File: src/rtl/fetch_pkg.sv
// Shared types and constants for the instruction fetch stage.
package fetch_pkg;
  localparam int PC_WIDTH   = 64;
  localparam int INST_WIDTH = 32;
  localparam int PC_INCR    = 4;

  typedef struct packed {
    logic [PC_WIDTH-1:0]   pc;
    logic [INST_WIDTH-1:0] inst;
  } fetch_entry;
endpackage

File: src/rtl/fetch_fifo.sv
// In-order instruction buffer of fetch entries; flush dominates push and pop.
module fetch_fifo
  import fetch_pkg::*;
#(
  parameter int DEPTH = 4,
  localparam int AW = $clog2(DEPTH),
  localparam int CW = AW + 1
) (
  input  logic          clock,
  input  logic          reset,
  input  logic          push,
  input  fetch_entry    push_data,
  input  logic          pop,
  input  logic          flush,
  output fetch_entry    head,
  output logic [CW-1:0] count,
  output logic          full,
  output logic          empty
);
  fetch_entry      mem [DEPTH];
  logic [AW-1:0]   wr_ptr;
  logic [AW-1:0]   rd_ptr;
  logic            push_ok;
  logic            pop_ok;

  assign empty   = (count == '0);
  assign full    = (count == CW'(DEPTH));
  assign pop_ok  = pop & ~empty;
  assign push_ok = push & (~full | pop_ok);
  assign head    = mem[rd_ptr];

  always_ff @(posedge clock or negedge reset) begin
    if (!reset) begin
      wr_ptr <= '0;
      rd_ptr <= '0;
      count  <= '0;
    end else if (flush) begin
      wr_ptr <= '0;
      rd_ptr <= '0;
      count  <= '0;
    end else begin
      if (push_ok) wr_ptr <= wr_ptr + AW'(1);
      if (pop_ok)  rd_ptr <= rd_ptr + AW'(1);
      count <= count + CW'(push_ok) - CW'(pop_ok);
    end
  end

  // Storage needs no reset: the head is only visible while count is non-zero.
  always_ff @(posedge clock) begin
    if (push_ok && !flush) mem[wr_ptr] <= push_data;
  end
endmodule

File: src/rtl/instruction_fetch_unit.sv
// Fetch stage: PC generation, credit-limited memory requests, response buffering
// and redirect flush with stale-response dropping.
module instruction_fetch_unit
  import fetch_pkg::*;
#(
  parameter int                  PC_WIDTH   = fetch_pkg::PC_WIDTH,
  parameter logic [PC_WIDTH-1:0] RESET_PC   = '0,
  parameter int                  FIFO_DEPTH = 4
) (
  input  logic                clock,
  input  logic                reset,
  output logic                imem_req,
  output logic [PC_WIDTH-1:0] imem_addr,
  input  logic                imem_ready,
  input  logic                imem_rvalid,
  input  logic [31:0]         imem_rdata,
  output logic                inst_valid,
  output logic [31:0]         instruction,
  output logic [PC_WIDTH-1:0] inst_pc,
  input  logic                inst_ready,
  input  logic                redirect,
  input  logic [PC_WIDTH-1:0] redirect_target
);
  // Handshakes: a transfer happens in a cycle where valid (imem_req / inst_valid)
  // and ready (imem_ready / inst_ready) are both high; valid never waits on ready.
  localparam int CW = $clog2(FIFO_DEPTH) + 1;
  localparam int SW = CW + 1;

  logic [PC_WIDTH-1:0] fetch_pc;
  logic [PC_WIDTH-1:0] resp_pc;
  logic [PC_WIDTH-1:0] target_pc;
  logic [CW-1:0]       outstanding;
  logic [CW-1:0]       drop_cnt;
  logic [CW-1:0]       fifo_count;
  logic [SW-1:0]       avail;
  logic                pop;
  logic                accept;
  logic                drop;
  logic                resp_keep;
  logic                push;
  logic                fifo_full;
  logic                fifo_empty;
  fetch_entry          head;
  fetch_entry          push_data;

  assign target_pc = {redirect_target[PC_WIDTH-1:2], 2'b00};
  assign pop       = inst_valid & inst_ready;
  assign avail     = SW'(FIFO_DEPTH) - {1'b0, outstanding} - {1'b0, fifo_count} + SW'(pop);
  assign imem_req  = reset & ~redirect & (avail != '0);
  assign imem_addr = fetch_pc;
  assign accept    = imem_req & imem_ready;
  assign drop      = imem_rvalid & (drop_cnt != '0);
  assign resp_keep = imem_rvalid & ~drop & ~redirect;
  // The credit rule keeps a kept response from ever meeting a full buffer.
  assign push      = resp_keep & (~fifo_full | pop);

  assign push_data.pc   = resp_pc;
  assign push_data.inst = imem_rdata;

  always_ff @(posedge clock or negedge reset) begin
    if (!reset) begin
      fetch_pc    <= RESET_PC;
      resp_pc     <= RESET_PC;
      outstanding <= '0;
      drop_cnt    <= '0;
    end else begin
      outstanding <= outstanding + CW'(accept) - CW'(imem_rvalid);
      if (redirect) begin
        fetch_pc <= target_pc;
        resp_pc  <= target_pc;
        // outstanding already includes responses still waiting to be dropped,
        // so every in-flight response after this cycle becomes a drop.
        drop_cnt <= outstanding - CW'(imem_rvalid);
      end else begin
        if (accept) fetch_pc <= fetch_pc + PC_WIDTH'(PC_INCR);
        if (push)   resp_pc  <= resp_pc + PC_WIDTH'(PC_INCR);
        if (drop)   drop_cnt <= drop_cnt - CW'(1);
      end
    end
  end

  fetch_fifo #(.DEPTH(FIFO_DEPTH)) u_fifo (
    .clock     (clock),
    .reset     (reset),
    .push      (push),
    .push_data (push_data),
    .pop       (pop),
    .flush     (redirect),
    .head      (head),
    .count     (fifo_count),
    .full      (fifo_full),
    .empty     (fifo_empty)
  );

  assign inst_valid  = ~fifo_empty;
  assign instruction = inst_valid ? head.inst : '0;
  assign inst_pc     = inst_valid ? head.pc : '0;
endmodule
File: config.mk
export PLATFORM = sky130hd
export DESIGN_NAME = instruction_fetch_unit
export DESIGN_NICKNAME = d
export VERILOG_FILES = /design/src/rtl/fetch_pkg.sv /design/src/rtl/fetch_fifo.sv /design/src/rtl/instruction_fetch_unit.sv
export SDC_FILE = /design/constraint.sdc
export NUM_CORES = 1
export LEC_CHECK = 0
export ABC_CLOCK_PERIOD_IN_PS = 23000
export CORE_ASPECT_RATIO = 0.7
export CORE_MARGIN = 2
export CORE_UTILIZATION = 40
export CTS_BUF_LIST = sky130_fd_sc_hd__clkbuf_2
export DETAILED_ROUTE_END_ITERATION = 12
export SKIP_CTS_REPAIR_TIMING = 1
export SLEW_MARGIN = 20
export SYNTH_ARGS = -nofsm -noshare
export SYNTH_HDL_FRONTEND = slang
export SYNTH_HIERARCHICAL = 1
export SYNTH_SLANG_ARGS = --single-unit
File: constraint.sdc
create_clock -name clock -period 23 [get_ports clock]
set_clock_uncertainty 0.05 [all_clocks]
set_input_delay 3.45 -clock clock [delete_from_list [all_inputs] [get_ports clock]]
set_output_delay 3.45 -clock clock [all_outputs]
set_load 0.01 [all_outputs]
==> metrics.csv <==
stage,metric,value,unit
clock_network,clock transition at the registers of the reported paths,0.09,ns
synthesis,Netlist cell types,74,
placement,detailed placement HPWL,39.8,mm
sta,final hold violation count,0,
worst_setup_path,WS Path Type,input port to primary output,
sta,fin crit period,10.02,ns
routing,Detailed Routing Iterations Pass 1,7,
clock_network,root buffer cell,clkbuf_2,
status,status,"complete, no violations",
routing,total number of vias,14700,
synthesis,Synth Warn #,6,
power_and_ir_drop,cell leakage power,9.29,nW
die,die area,58800,um^2
routing,"antenna viol nets, final",0,
die,chip height,203,um
grt,first-pass GRT wire length,90.2,mm
sta,worst slew pin tran,0.909,ns
synthesis,top_reg_cell synth,edfxtp_1,
sta,sum of negative setup slack,0,ns
synthesis,post-synth top area cell,edfxtp_1,
sta,crit share post-route,43.6,%
power_and_ir_drop,PwrDens,72.2,nW/um^2
worst_setup_path,WP data required,19.50,ns
placement,placer congestion estimate,0.870,
routing,routed len/inst,22.3,um
layout,layout cells sized above 1,20.2,%
synthesis,Synth Register Bits,521,
clock_network,Inserted Clock Buffers,132,
layout,fin area,27400,um^2
clock_network,Longest Clk Path Bufs,3,
placement,Placed Area,26200,um^2
grt,vias in the first global route,14600,
synthesis,Post-synth EDFFs,384,
die,Starting Density,40.3,%
sta,Slew headroom,39.4,%
routing,DRC,0,
synthesis,synthesized area,22700,um^2
layout,Layout fillers,4961,
die,I/O pins,264,
routing,Post-Route WL,60.4,mm
routing,DR iter-0 viols,1417,
layout,nets@finish,1988,
hold_path,HP Class,flip-flop to flip-flop,
synthesis,"Seq/Total Area, Yosys",65.8,%
worst_setup_path,Critical Path Start Type,input port,
synthesis,Mean Syn Cell Area,15.0,um^2
sta,Hold Slack,0.474,ns
die,Rows,73,
grt,total gr overflow,0,
die,core area,56400,um^2
clock_network,H-tree depth,4,
grt,Total Routing Usage GR,20.7,%
die,chip width,289,um
worst_setup_path,CP arrival,6.52,ns
worst_setup_path,"Max FO, Critical Path",5,
flow_run,Max Cap Violations,0,
synthesis,share of flip-flops with an asynchronous set or reset,26.3,%
layout,Area Growth Syn to Fin,20.4,%
synthesis,Synth top area share,50.7,%
routing,routed vias/inst,5.43,
sta,Pins Over Slew Limit,0,
grt,largest net degree at the start of global routing,84,
synthesis,Synth area leaders,"edfxtp_1 (51%), dfrtp_1 (15%), mux4_2 (9.5%)",
clock_network,TritonCTS clock tree,built,
worst_setup_path,Setup crit end kind,primary output,
sta,RSZ-0062 raised after global routing,no,
sta,f_max,0.0998,GHz
grt,antenna violations before repair,3,
clock_network,worst skew pair latency,1.12,ns
sta,final setup fails,0,
synthesis,Post-Synthesis Cells,1514,
clock_network,CTS sink count,521,
placement,IO buf count,259,
power_and_ir_drop,worst vdd ir,0.0000319,V
==> area by class of cell <==
class | count | area (um^2) | share of cell area, %
inverters | 31 | 116 | 0.425
diodes | 2 | 5.00 | 0.0183
flip-flops and latches | 521 | 15000 | 54.7
clock buffers | 198 | 991 | 3.62
clock inverters | 30 | 224 | 0.818
well taps | 750 | 938 | 3.43
repair buffers | 278 | 2730 | 9.99
multi-input cells | 902 | 7400 | 27.0
==> where the power goes <==
group | switching [mW] | leakage (nW) | total (mW) | internal [mW]
Combinational | 0.120 | 3.27 | 0.231 | 0.110
Sequential | 0.0567 | 5.10 | 1.11 | 1.05
Clock | 0.376 | 0.918 | 0.638 | 0.262
==> registers in the layout (all words and copies together) (netlist names) <==
register and cells:
u_fifo/wr_ptr 2, resp_pc 62, u_fifo/mem 384, outstanding 3, imem_addr 62, drop_cnt 3, u_fifo/rd_ptr 2, u_fifo/count 3
==> routing by layer <==
layer  global-route usage (%)  part of all wire (%)  wire length [um]
met3                     5.38                   7.3              4430
met2                     29.9                    45             27000
met1                     30.9                    46             28000
met5                        0                 0.020                12
met4                     5.63                   1.7              1030
==> cell families (layout without fill, tap and decap cells) <==
logic type,after synthesis,count (layout),share of synthesized area (%)
DFF,521,521,65.8
buffers and inverters,100,537,1.92
muxes,127,127,11.0
AOI/OAI and AO/OA,146,146,4.29
adders and majority gates,20,20,1.23
other,1,12,0.0165
xor gates and xnor gates,76,76,2.93
and+or+nand+nor,523,523,12.8
==> worst max-delay path: stages <==
cell             delay, ns
clkdlybuf4s50_1       0.49
nand2b_1              0.20
inv_1                 0.14
fa_1                  0.40
ha_1                  0.21
fa_1                  0.43
or3_1                 0.41
o211a_1               0.28
clkdlybuf4s50_1       0.50
==> cells in the final DEF, fill, tap and decap left out, types with 18 or more instances in the layout <==
cell type | netlist | final
xor2_1 | 38 | 38
nor4_1 | 21 | 21
o21ai_0 | 42 | 42
o211ai_1 | 30 | 30
buf_4 | 5 | 20
mux4_2 | 96 | 96
inv_1 | 29 | 29
dfrtp_1 | 137 | 135
a21oi_1 | 21 | 21
nor2_1 | 59 | 59
nor2b_1 | 97 | 97
nor3_1 | 19 | 18
edfxtp_1 | 384 | 384
clkbuf_2 | 2 | 198
mux2_2 | 27 | 27
nand4_1 | 33 | 33
nand3_1 | 80 | 80
nand2_1 | 120 | 120
clkdlybuf4s50_1 | 0 | 257
xnor2_1 | 38 | 38
==> final timing paths <==
check	end	slack, ns	from	depth (start not counted)
max	imem_req	12.98	inst_ready	9
min	imem_addr[63]	0.47	imem_addr[63]	1
max reg2reg	imem_addr[61]	18.06	u_fifo/count[1]	13
min reg2reg	imem_addr[63]	0.47	imem_addr[63]	1
max in group asynchronous	u_fifo/rd_ptr[1]	19.12	reset	2
min in group asynchronous	imem_addr[49]	2.38	reset	1
==> per-stage QoR <==
| stage | std cells | total power [mW] | utilization [%] | worst slack [ns] |
|---|---|---|---|---|
| after floorplan | 1523 | 1.23 | - | 11.06 |
| after global placement | 2482 | 1.35 | 46.3 | 13.01 |
| after detailed placement | 2482 | 1.36 | 46.3 | 13.02 |
| after CTS | 2710 | 2.01 | 48.5 | 13.02 |
| after global routing | 2711 | 2.08 | 48.5 | 12.89 |
| final | 2712 | 1.98 | 48.5 | 12.98 |
==> Yosys cell counts (4+ instances only) <==
library cell	n
edfxtp_1	384
dfrtp_1	137
nand2_1	120
nor2b_1	97
mux4_2	96
nand3_1	80
nor2_1	59
o21ai_0	42
xnor2_1	38
xor2_1	38
clkbuf_1	37
nand4_1	33
o211ai_1	30
inv_1	29
mux2_2	27
a21oi_1	21
nor4_1	21
buf_2	20
nor3_1	19
and3_1	17
ha_1	16
o311ai_0	14
or4_1	14
and2_1	9
and4_1	7
or3_1	7
a21o_1	6
a31oi_1	5
buf_4	5
a211oi_1	4
fa_1	4
nand2b_1	4
nor3b_1	4
nor4_2	4
or2_2	4
No activity file was read; power rests on OpenSTA's default activity.
